## config.mk

```make
export PLATFORM = sky130hd
export DESIGN_NAME = scan_key_sequencer
export DESIGN_NICKNAME = d
export VERILOG_FILES = /design/src/rtl/scan_key_sequencer.sv
export SDC_FILE = /design/constraint.sdc
export NUM_CORES = 1
export LEC_CHECK = 0
export CAP_MARGIN = 0
export CORE_UTILIZATION = 53
export DETAILED_ROUTE_END_ITERATION = 12
export GPL_TIMING_DRIVEN = 0
export PLACE_DENSITY_LB_ADDON = 0.2
export SETUP_SLACK_MARGIN = 0.4
export SYNTH_ARGS = -nofsm -noshare
export SYNTH_HDL_FRONTEND = slang
export SYNTH_SLANG_ARGS = --single-unit
```

## constraint.sdc

```tcl
create_clock -name clk -period 2.1 [get_ports clk]
set_input_delay 0.42 -clock clk [delete_from_list [all_inputs] [get_ports clk]]
set_output_delay 0.42 -clock clk [all_outputs]
set_load 0.01 [all_outputs]
```

## src/rtl/scan_key_sequencer.sv

```systemverilog
// Scan-unlock transmit sequencer: streams a latched key onto scan_key one word per clock, then waits for scan_unlock.
// Optional build macro SCAN_KEY_ZEROIZE_EN clears the latched key on DONE/FAIL and drives an all-zero guard word.
module scan_key_sequencer #(
    parameter int KEY_WIDTH      = 32,
    parameter int KEY_NUMBER     = 8,
    parameter int TIMEOUT_CYCLES = 16
) (
    input  logic                             clk,
    input  logic                             rst_n,
    input  logic                             start,
    input  logic [KEY_WIDTH*KEY_NUMBER-1:0]  key_in,
    input  logic                             scan_unlock,
    output logic [KEY_WIDTH-1:0]             scan_key,
    output logic                             busy,
    output logic                             done,
    output logic                             fail
);

    localparam int IDX_W = $clog2(KEY_NUMBER) + 1;
    localparam int CNT_W = $clog2(TIMEOUT_CYCLES) + 1;

    localparam logic [IDX_W-1:0] IDX_END  = IDX_W'(KEY_NUMBER);
    localparam logic [CNT_W-1:0] CNT_LAST = CNT_W'(TIMEOUT_CYCLES - 1);

    localparam logic [2:0] S_IDLE = 3'd0;
    localparam logic [2:0] S_SEND = 3'd1;
    localparam logic [2:0] S_WAIT = 3'd2;
    localparam logic [2:0] S_DONE = 3'd3;
    localparam logic [2:0] S_FAIL = 3'd4;

`ifdef SCAN_KEY_ZEROIZE_EN
    localparam bit ZEROIZE = 1'b1;
`else
    localparam bit ZEROIZE = 1'b0;
`endif

    logic [2:0]                        state;
    logic [IDX_W-1:0]                  idx;
    logic [CNT_W-1:0]                  cnt;
    logic [KEY_WIDTH*KEY_NUMBER-1:0]   key_lat;
    logic [KEY_WIDTH-1:0]              cur_word;
    logic [KEY_WIDTH-1:0]              idle_guard;
    logic [KEY_WIDTH-1:0]              lat_guard;
    logic [KEY_WIDTH-1:0]              hold_guard;

    // Guard words are the inverse of word 0 so the checker can never see a spurious first match.
    always_comb begin
        idle_guard = '0;
        lat_guard  = '0;
        if (!ZEROIZE) begin
            idle_guard = ~key_in[KEY_WIDTH-1:0];
            lat_guard  = ~key_lat[KEY_WIDTH-1:0];
        end
    end

    assign hold_guard = (state == S_IDLE) ? idle_guard : lat_guard;

    always_comb begin
        cur_word = '0;
        for (int k = 0; k < KEY_NUMBER; k++) begin
            if (idx == k[IDX_W-1:0])
                cur_word = key_lat[k*KEY_WIDTH +: KEY_WIDTH];
        end
    end

    always_ff @(posedge clk or negedge rst_n) begin
        if (!rst_n) begin
            state    <= S_IDLE;
            idx      <= '0;
            cnt      <= '0;
            key_lat  <= '0;
            scan_key <= '0;
        end else begin
            case (state)
                S_IDLE, S_DONE, S_FAIL: begin
                    if (start && scan_unlock) begin
                        // Already unlocked: finish without ever exposing a key word.
                        state    <= S_DONE;
                        scan_key <= hold_guard;
                        if (ZEROIZE) key_lat <= '0;
                    end else if (start) begin
                        key_lat  <= key_in;
                        scan_key <= key_in[KEY_WIDTH-1:0];
                        idx      <= IDX_W'(1);
                        state    <= S_SEND;
                    end else begin
                        scan_key <= hold_guard;
                    end
                end
                S_SEND: begin
                    if (idx == IDX_END) begin
                        scan_key <= lat_guard;
                        cnt      <= '0;
                        state    <= S_WAIT;
                    end else begin
                        scan_key <= cur_word;
                        idx      <= idx + IDX_W'(1);
                    end
                end
                S_WAIT: begin
                    scan_key <= lat_guard;
                    // Unlock takes priority over a timeout landing on the same edge.
                    if (scan_unlock) begin
                        state <= S_DONE;
                        if (ZEROIZE) key_lat <= '0;
                    end else if (cnt == CNT_LAST) begin
                        state <= S_FAIL;
                        if (ZEROIZE) key_lat <= '0;
                    end else begin
                        cnt <= cnt + CNT_W'(1);
                    end
                end
                default: begin
                    state    <= S_IDLE;
                    scan_key <= '0;
                end
            endcase
        end
    end

    assign busy = (state == S_SEND) || (state == S_WAIT);
    assign done = (state == S_DONE);
    assign fail = (state == S_FAIL);

endmodule

```

# Word-level counts from Yosys, hierarchy flattened
# Cells that the tools add are included.
# Widths: inputs -> output; s select.
[totals]
reg_bits = 300
in_bits = 260
output_inout_bits = 35
elab_cells = 69
[classes]
addsub = 2
eq_ne = 21
mux = 27
n_bitwise = 3
n_reduce_logical = 11
[ops]
columns = ["op", "count"]
rows = [
  ["$mux 32", 12],
  ["$pmux 32 s3", 1],
  ["$not 32->32", 2],
  ["$eq 4x3->1 const B", 4],
  ["$mux 3", 5],
  ["$mux 5", 3],
  ["$mux 4", 3],
  ["$ne 2x2->1 const B", 6],
  ["$pmux 5 s2", 1],
  ["$pmux 3 s3", 1],
  ["$eq 4x2->1 const B", 2],
  ["$pmux 4 s2", 1],
  ["$reduce_and 4->1", 2],
  ["$eq 3x2->1 const B", 2],
  ["$ne 3x3->1 const B", 2],
  ["$reduce_and 3->1", 2],
  ["$add 5x1->5 const B", 1],
  ["$eq 5x4->1 const B", 1],
  ["$add 4x1->4 const B", 1],
  ["$eq 4x1->1 const B", 1],
  ["$eq 4x4->1 const B", 1],
  ["$logic_not 4->1", 1],
  ["$reduce_bool 2->1", 2],
  ["$eq 3x1->1 const B", 1],
  ["6 further kinds", 6],
]

# Depth between registers and ports, before layout
# Gate-level depths: netlist (run 1).
[logic_depth]
depth_word = 11
ltp_mapped = 10
ltp_nobuf = 7

# Worst setup path before layout (run 1)
# No wires, ideal clock.
[synth_timing]
kind = "reg2reg"
from = "register idx[0]"
to = "register scan_key[12]"
setup_time_ns = 0.090
arrival_ns = 1.834
required_time_ns = 2.010
slack_ns = 0.175
stages_incl_launch_ff = 11
path_buffers = 3
period_less_slack_ns = 1.925
cell_sequence = "dfrtp_1 > inv_1 > ha_1 > buf_2 > nand3b_1 > and2_1 > buf_2 > a21boi_4 > buf_6 > o221ai_1 > o221ai_1"
[synth_via]
elab_chain_len = 11
word_cells_on_any_way = 19
classes_between = "eq/ne: 8; mux: 10; reduce/logical: 1"
[synth_lines]
columns = ["element", "line", "source"]
rows = [
  ["start: declaration", "38", "logic [IDX_W-1:0] idx;"],
  ["start signal: assignment", "97", "idx <= idx + IDX_W'(1);"],
  ["$logic_not 4->1", "61", "if (idx == k[IDX_W-1:0])"],
  ["$mux 32 (8 in a row)", "61", ""],
  ["$mux 32 *", "91", "if (idx == IDX_END) begin"],
  ["$pmux 32 s3 *", "74", "case (state)"],
  ["end signal: assignment", "79", "scan_key <= hold_guard;"],
  ["end signal: assignment", "92", "scan_key <= lat_guard;"],
  ["end signal: assignment", "96", "scan_key <= cur_word;"],
  ["end: declaration", "13", "output logic [KEY_WIDTH-1:0] scan_key,"],
]
# Every way passes the cells marked *; elsewhere a longest branch is shown, timed or not.
# A chain may end at the register's enable or synchronous reset.

# Worst setup path in the final report (run 1)
[layout_timing]
from = "register idx[3]"
to = "register scan_key[25]"
# Same word-level chain as after synthesis.

==> results of run 1 <==
## final cells by class
cell class	instances	area, µm²
clock buffers	47	951
flip-flops and latches	300	7510
plain buffers	115	1440
fillers	1437	4410
repair buffers	408	4800
clock inverters	9	131
inverters	40	150
diodes	3	7.51
multi-input cells	855	8050
well taps	378	473
## sequential cells by signal (all words and copies together) (netlist names)
signal and flops:
cnt 5, idx 4, key_lat 256, scan_key 32
state 3
## layout by cell type, fill, tap and decap left out, types with 35 or more instances in the layout
cell / instances
buf_4: 47
o221ai_2: 40
a21oi_2: 35
clkbuf_16: 60
clkdlybuf4s50_1: 257
a21oi_1: 184
inv_1: 37
nor2_1: 90
mux2_4: 206
buf_12: 46
dfrtp_1: 296
## path summary, 6_finish.rpt
path / end / start / depth (start not counted) / slack (ps)
max: scan_key[25] / idx[3] / 7 / -100
min: key_lat[220] / rst_n / 1 / -200
max reg2reg: scan_key[25] / idx[3] / 7 / -100
min reg2reg: key_lat[51] / key_lat[51] / 1 / 520
max in group asynchronous: key_lat[80] / rst_n / 4 / 710
min in group clk: key_lat[90] / key_in[90] / 3 / 450
## cell usage after synthesis, types with 2 or more instances
library cell	n	area (µm²)
a21oi_1	221	1110
mux2_4	170	2550
o31ai_1	2	15.0
xor2_1	3	26.3
buf_2	32	160
o221ai_1	61	534
inv_1	40	150
clkbuf_1	53	199
nor2_1	102	383
nor2b_1	2	12.5
and3_1	3	18.8
nand4_1	3	18.8
nand2b_1	5	31.3
o211ai_1	2	15.0
nand2_1	46	173
a211oi_1	2	15.0
ha_1	6	75.1
o22ai_1	33	206
buf_1	6	22.5
nand3b_1	4	30.0
a21o_1	2	15.0
and2_1	3	18.8
buf_6	23	259
dfrtp_1	300	7510
a31oi_1	2	12.5
o22a_1	30	263
mux2_2	54	608
o32ai_1	28	245
o21ai_0	41	205
nor3_1	6	30.0
## routing by layer
layer	vias up	track usage (%)	share of wire, %
met3	355	8.05	11
met4	0	16.4	7.4
li1	5737	-	-
met2	1177	60.8	46
met1	6931	52.1	36
met5	-	0	0
## cells by family after synthesis
kind of cell	share of synthesized area (%)
adder cells (fa/ha/maj)	0.496
XOR/XNOR	0.231
AO/OA/AOI/OAI	18.2
multiplexers	20.9
buffers and inverters	5.27
AND/OR/NAND/NOR	5.32
flip-flops	49.6
## metrics by stage
step	util [%]	worst slack, ps	power, W
after floorplan	-	266	0.0203
after global placement	67.1	-12210	0.0253
after detailed placement	67.4	-820	0.0256
after CTS	78.8	96.4	0.0351
after global routing	84.2	-147	0.0402
final	84.2	-102	0.0392
## critical path, stage by stage, from the launching register on
cell      delay [ps]
dfrtp_1          420
buf_4            210
and2b_4          330
nand2_2          140
buf_4            220
o22ai_1          310
o22a_1           330
o221ai_2         120
## power by group
| group | internal [W] | switching [W] | total [W] |
|---|---|---|---|
| logic | 0.0112 | 0.0105 | 0.0216 |
| registers | 0.00875 | 0.00289 | 0.0116 |
| clock network | 0.00353 | 0.00246 | 0.00599 |
## timing repair
| action | 4_1_cts | 5_1_grt |
|---|---|---|
| setup endpoints to repair | 333 | 334 |
| gates cloned | 17 | 18 |
| resized for setup | 335 | 253 |
| buffers inserted | 57 | 19 |
| pin swaps | 46 | 52 |
| endpoints found under the hold margin | 50 | 50 |
==> impl_metrics.tcl, run 1 <==
set metrics [dict create \
    status "finished with violations" \
    violations "negative hold slack, negative setup slack" \
    rows 61 \
    hpwl_um 38300 \
    vias_per_cell 6.59 \
    p_leak_nw 10.1 \
    cp.arrival_ps 2600 \
    synthFlopType "dfrtp_1" \
    end_kind "register" \
    clkTransAtPathRegs_ps 60 \
    syn_inst 1310 \
    critPathMaxFanout 10 \
    ant_nets 0 \
    instances_no_fill 2155 \
    grt_pass1_wl_um 83200 \
    yosysSeqAreaShare_pct 49.6 \
    die_h_um 171 \
    dp_cells 1985 \
    dr.pass1.iters 8 \
    dieWidth_um 171 \
    yosysWarnings 0 \
    htree_levels 2 \
    first_global_vias 13500 \
    root_buffer "clkbuf_16" \
    required_ps 2490 \
    wirelength_um 64600 \
    fin_skew_ps 28.7 \
    ys_ff_latch 300 \
    p_per_area_mw_per_mm2 1670 \
    worstMarginPinSlew_ps 624 \
    async_flop_share_pct 100 \
    synth_edf_count 0 \
    avgSynthCellArea_um2 11.6 \
    max_cap_viol_count 0 \
    num_io_pins 295 \
    grt_use_total_pct 38.7 \
    crit_type "register to register" \
    area_growth_syn_to_layout_pct 55.4 \
    hold_violations 50 \
    antenna_found_initial 4 \
    synth_area_mm2 0.0151 \
    setup_viol 62 \
    slew_headroom_pct 58.4 \
    portBuffers 294 \
    cts_buffers 34 \
    min_period_ps 2200 \
    fin_tns_setup_ps -1190 \
    drc 0 \
    gr-total-overflow 0 \
    initial_core_util_pct 54.2 \
    drive_above_1_share_pct 38.8 \
    layout_setup_ws_ps -102 \
    wl_per_cell_um 30.0 \
    grt_max_degree 106 \
    holdWs_ps -198 \
    ir_drop_uv 839 \
    slew_violations 0 \
    postLayoutCellArea_mm2 0.0235 \
    nNetsFinal 2020 \
    synth_cell_types 55 \
    placed_cell_area_mm2 0.0188 \
    clock_path_buffers 3 \
    coreArea_mm2 0.0279 \
    rsz0062_at_grt "yes" \
    cts_tree "built" \
    fin_crit_sh_pct 105 \
    gp_congestion 0.948 \
    worstSkewPairLatency_ps 540 \
    clock_sinks 300 \
    clock.fmax_ghz 0.454 \
    min_path_type "input port to asynchronous set/reset pin" \
    die-area_mm2 0.0292 \
    syn_nets 1576 \
    first_iter_violations 1837 \
    vias 14200 \
    worstSetupStartpointType "register" \
]
Note: power is estimated with default switching activity, not from simulation.
==> run 2, diff against run 1 <==
--- a/config.mk
+++ b/config.mk
@@ -6,7 +6,10 @@
 export NUM_CORES = 1
 export LEC_CHECK = 0
 export CAP_MARGIN = 0
-export CORE_UTILIZATION = 53
+export CELL_PAD_IN_SITES_DETAIL_PLACEMENT = 1
+export CELL_PAD_IN_SITES_GLOBAL_PLACEMENT = 1
+export CORE_UTILIZATION = 43
+export CTS_BUF_LIST = sky130_fd_sc_hd__clkbuf_4 sky130_fd_sc_hd__clkbuf_8
 export DETAILED_ROUTE_END_ITERATION = 12
 export GPL_TIMING_DRIVEN = 0
 export PLACE_DENSITY_LB_ADDON = 0.2
==> impl_metrics.tcl, run 2 (synthesis results as in run 1) <==
set metrics [dict create \
    drive_above_1_share_pct 41.7 \
    pwr-share-seq_pct 28.9 \
    die_h_um 190 \
    dieWidth_um 190 \
    violations "negative setup slack" \
    rows 68 \
    slew_violations 0 \
    cellInternalPower_w 0.0237 \
    holdWs_ps 347 \
    max_cap_viol_count 0 \
    clock_sinks 300 \
    drc 0 \
    ir_drop_uv 970 \
    rsz0062_at_grt "yes" \
    fin_tns_setup_ps -15500 \
    clock_path_buffers 3 \
    slew_headroom_pct 49.2 \
    hold_violations 0 \
    cp-startpoint "idx[3]" \
    initial_core_util_pct 43.7 \
    first_global_vias 15200 \
    grt_pass1_wl_um 103000 \
    gp_congestion 0.893 \
    coreArea_mm2 0.0346 \
    ant_nets 0 \
    p_sw_share_pct 43.0 \
    gr-total-overflow 0 \
    vias 14900 \
    fin_crit_sh_pct 114 \
    min_period_ps 2390 \
    status "finished with violations" \
    min_path_type "input port to register" \
    setup_viol 200 \
    power.share.clock_pct 15.0 \
    required_ps 2630 \
    worstSetupStartpointType "register" \
    nNetsFinal 2057 \
    num_io_pins 295 \
    cp.arrival_ps 2920 \
    layout_setup_ws_ps -292 \
    crit_type "register to register" \
    dr.pass1.iters 5 \
    area_growth_syn_to_layout_pct 58.6 \
    cts_tree "built" \
    portBuffers 294 \
    critPathMaxFanout 10 \
    grt_max_degree 122 \
    largest_reg_flops 256 \
    rr_endpoint "scan_key[2]" \
    top_regs "key_lat: 256 flops, scan_key: 32 flops, cnt: 5 flops" \
    clock.fmax_ghz 0.418 \
    hpwl_um 42000 \
    layout_commonest_cell "dfrtp_1" \
    grt_use_total_pct 39.3 \
    reg2reg_depth 7 \
    antenna_found_initial 2 \
    end_kind "register" \
    power_switching_w 0.0179 \
    root_buffer "clkbuf_8" \
    combPwrFrac_pct 56.1 \
    fin_skew_ps 47.9 \
    r2r_start "idx[3]" \
    cts_buffers 53 \
    critPathCapture "scan_key[2]" \
    wirelength_um 80000 \
    first_iter_violations 1517 \
    p_leak_nw 10.2 \
    wl_per_cell_um 35.0 \
    top_register "key_lat" \
    htree_levels 2 \
    final_cell_mix "294 x dfrtp_1, 258 x clkdlybuf4s50_1, 218 x mux2_4, 191 x a21oi_1, 95 x nor2_1" \
    r2r_slack_ps -290 \
    p_per_area_mw_per_mm2 1730 \
    vias_per_cell 6.53 \
    die-area_mm2 0.0360 \
    clkTransAtPathRegs_ps 90 \
    pre_cts_ws_ps -874 \
    worstMarginPinSlew_ps 762 \
    worstSkewPairLatency_ps 660 \
]
==> run 2: layout make-up <==
class,count,area [µm²]
timing repair buffer,426,5110
antenna,3,7.51
multi-input combinational,855,8200
inverter,40,153
fill,3248,10600
tap,455,569
sequential,300,7510
clock inverter,12,115
clock buffer,80,1020
buffer,115,1320
==> run 2: worst min-delay path by stage <==
stage	from	endpoint	slack [ps]	cells past startpoint
final	key_in[74]	key_lat[74]	350	3
after global routing	key_in[90]	key_lat[90]	360	3
after CTS	key_in[75]	key_lat[75]	340	3
after detailed placement	rst_n	key_lat[81]	470	1
after global placement	cnt[4]	cnt[4]	470	2
after floorplan	rst_n	cnt[0]	120	0
==> run 2: worst max-delay path: stages, from the launching register on <==
cell and delay, ps:
dfrtp_1 450, buf_4 270, and2b_4 270, nand2_1 250, buf_2 350, o31ai_1 180
a21oi_1 310, o221ai_2 160
==> run 2: per-stage QoR <==
step / instances / total power, W / util (%) / area (µm²)
2_1_floorplan: 1310 / 0.0203 / - / 15300
3_5_place_dp: 2061 / 0.0260 / 54.6 / 18900
5_1_grt: 2285 / 0.0424 / 69.3 / 24000
3_3_place_gp: 2059 / 0.0255 / 54.4 / 18800
4_1_cts: 2247 / 0.0364 / 65.5 / 22700
6_report: 2286 / 0.0416 / 69.3 / 24000
==> run 2: metal layers <==
layer	vias up	GRT usage, %	routed length [µm]
met5	-	0	0
met4	0	21.2	6250
met3	400	6.92	7110
met2	1144	64.6	37500
met1	7577	49.2	29100
li1	5806	-	-
==> run 2: repair_timing <==
| action | in CTS | in global routing |
|---|---|---|
| hold endpoints to repair | 87 | 0 |
| gates cloned | 28 | 7 |
| hold buffers | 1 | 0 |
| pin swaps | 48 | 60 |
| resized for setup | 425 | 240 |
| buffers inserted | 65 | 29 |
| setup endpoints to repair | 334 | 326 |
==> run 2: power groups by stage <==
stage / clock, W / sequential [W] / combinational, W
4_1_cts: 0.00598 / 0.0112 / 0.0191
6_report: 0.00626 / 0.0120 / 0.0233
3_3_place_gp: 0 / 0.0110 / 0.0145
2_1_floorplan: 0 / 0.0102 / 0.0101
3_5_place_dp: 0 / 0.0111 / 0.0149
5_1_grt: 0.00643 / 0.0121 / 0.0239
==> run 3, diff against run 2 <==
--- a/config.mk
+++ b/config.mk
@@ -12,6 +12,7 @@
 export CTS_BUF_LIST = sky130_fd_sc_hd__clkbuf_4 sky130_fd_sc_hd__clkbuf_8
 export DETAILED_ROUTE_END_ITERATION = 12
 export GPL_TIMING_DRIVEN = 0
+export MAX_ROUTING_LAYER = met4
 export PLACE_DENSITY_LB_ADDON = 0.2
 export SETUP_SLACK_MARGIN = 0.4
 export SYNTH_ARGS = -nofsm -noshare
==> impl_metrics.tcl, run 3 (synthesis results as in run 1) <==
set metrics [dict create \
    nNetsFinal 2044 \
    hold_violations 0 \
    coreArea_mm2 0.0346 \
    layout_setup_ws_ps -348 \
    vias 14700 \
    top_regs "key_lat: 256 flops, scan_key: 32 flops, cnt: 5 flops" \
    portBuffers 294 \
    largest_reg_flops 256 \
    die_h_um 190 \
    dr.pass1.iters 5 \
    instances_no_fill 2276 \
    pre_cts_ws_ps -804 \
    die-area_mm2 0.0360 \
    violations "negative setup slack" \
    rows 68 \
    worstSetupStartpointType "register" \
    initial_core_util_pct 43.7 \
    fin_skew_ps 51.4 \
    cts_buffers 51 \
    setup_viol 199 \
    first_iter_violations 1635 \
    layout_commonest_cell "dfrtp_1" \
    area_growth_syn_to_layout_pct 57.3 \
    dieWidth_um 190 \
    vias_per_cell 6.46 \
    max_cap_viol_count 0 \
    hpwl_um 42800 \
    wirelength_um 77600 \
    antenna_found_initial 3 \
    critPathMaxFanout 10 \
    required_ps 2560 \
    slew_violations 0 \
    wl_per_cell_um 34.1 \
    cts_tree "built" \
    postLayoutCellArea_mm2 0.0238 \
    dp_cells 2062 \
    rsz0062_at_grt "yes" \
    grt_use_total_pct 37.3 \
    top_register "key_lat" \
    grt_max_degree 95 \
    clkTransAtPathRegs_ps 70 \
    status "finished with violations" \
    fillers 3296 \
    gp_congestion 0.895 \
    slew_headroom_pct 58.4 \
    num_io_pins 295 \
    fin_crit_sh_pct 117 \
    placed_cell_area_mm2 0.0189 \
    p_per_area_mw_per_mm2 1720 \
    crit_type "register to register" \
    clock_sinks 300 \
    cp.arrival_ps 2910 \
    root_buffer "clkbuf_8" \
    clock.fmax_ghz 0.409 \
    end_kind "register" \
    ir_drop_uv 853 \
    p_leak_nw 10.3 \
    final_cell_mix "296 x dfrtp_1, 258 x clkdlybuf4s50_1, 212 x mux2_4, 194 x a21oi_1, 96 x nor2_1" \
    worstSkewPairLatency_ps 650 \
    worstMarginPinSlew_ps 625 \
    ant_nets 0 \
    htree_levels 2 \
    min_path_type "input port to asynchronous set/reset pin" \
    min_period_ps 2450 \
    drive_above_1_share_pct 40.1 \
    drc 0 \
    gr-total-overflow 0 \
    clock_path_buffers 3 \
    first_global_vias 14500 \
    grt_pass1_wl_um 96100 \
]
==> run 3: final timing paths <==
check	from	endpoint	slack [ps]	cells after the start
worst min-delay path	rst_n	key_lat[118]	310	2
min in group clk	key_in[79]	key_lat[79]	360	3
worst max register to register	idx[1]	scan_key[1]	-350	9
max in group asynchronous	rst_n	key_lat[219]	700	4
worst max-delay path	idx[1]	scan_key[1]	-350	9
worst min register to register	key_lat[97]	key_lat[97]	520	1
==> run 3: routing by layer <==
layer  vias up  GRT usage [%]  wire, µm
met5         -              -         0
met4         0           12.9      4910
met3       342           5.66      6550
met2      1142           59.7     37100
met1      7449           48.2     29000
li1       5777              -         -
==> run 3: where the power goes <==
part	internal (W)	total, W	leakage, nW	switching (W)
Clock	0.00317	0.00601	0.590	0.00284
Combinational	0.0114	0.0229	6.15	0.0115
Sequential	0.00874	0.0120	3.59	0.00326
==> run 3: metrics by stage <==
| stage | TNS [ps] | total power, W | utilization (%) | hold slack [ps] |
|---|---|---|---|---|
| after floorplan | 0 | 0.0203 | - | 124 |
| after global placement | -3875160 | 0.0256 | 54.4 | 469 |
| after detailed placement | -144520 | 0.0262 | 54.6 | 399 |
| after CTS | 0 | 0.0358 | 64.3 | 369 |
| after global routing | -17330 | 0.0418 | 68.8 | 364 |
| final | -15270 | 0.0409 | 68.8 | 307 |
==> run 3: layout make-up <==
class / count / area, µm² / area share [%]
diodes: 3 / 7.51 / 0.0315
plain buffers: 115 / 1410 / 5.90
clock buffers: 83 / 1010 / 4.24
clock inverters: 10 / 83.8 / 0.352
inverters: 40 / 153 / 0.641
multi-input cells: 855 / 8130 / 34.1
flip-flops and latches: 300 / 7510 / 31.5
well taps: 455 / 569 / 2.39
repair buffers: 415 / 4940 / 20.8
==> run 3: repair_timing <==
| action | CTS | global route |
|---|---|---|
| hold buffers | 1 | 0 |
| endpoints found under the hold margin | 65 | 0 |
| endpoints found under the setup margin | 334 | 375 |
| gates resized for setup | 349 | 260 |
| setup buffers | 61 | 23 |
| pin swaps | 60 | 43 |
| gates cloned | 18 | 15 |
==> run 3: worst max-delay path, cell delays in order (launching register included) <==
cell and delay [ps]:
dfrtp_1 440, buf_4 180, ha_1 220, buf_6 170, clkbuf_4 220, a21oi_1 200, nor2_1 90, a21oi_1 240
o22a_1 320, o221ai_4 170
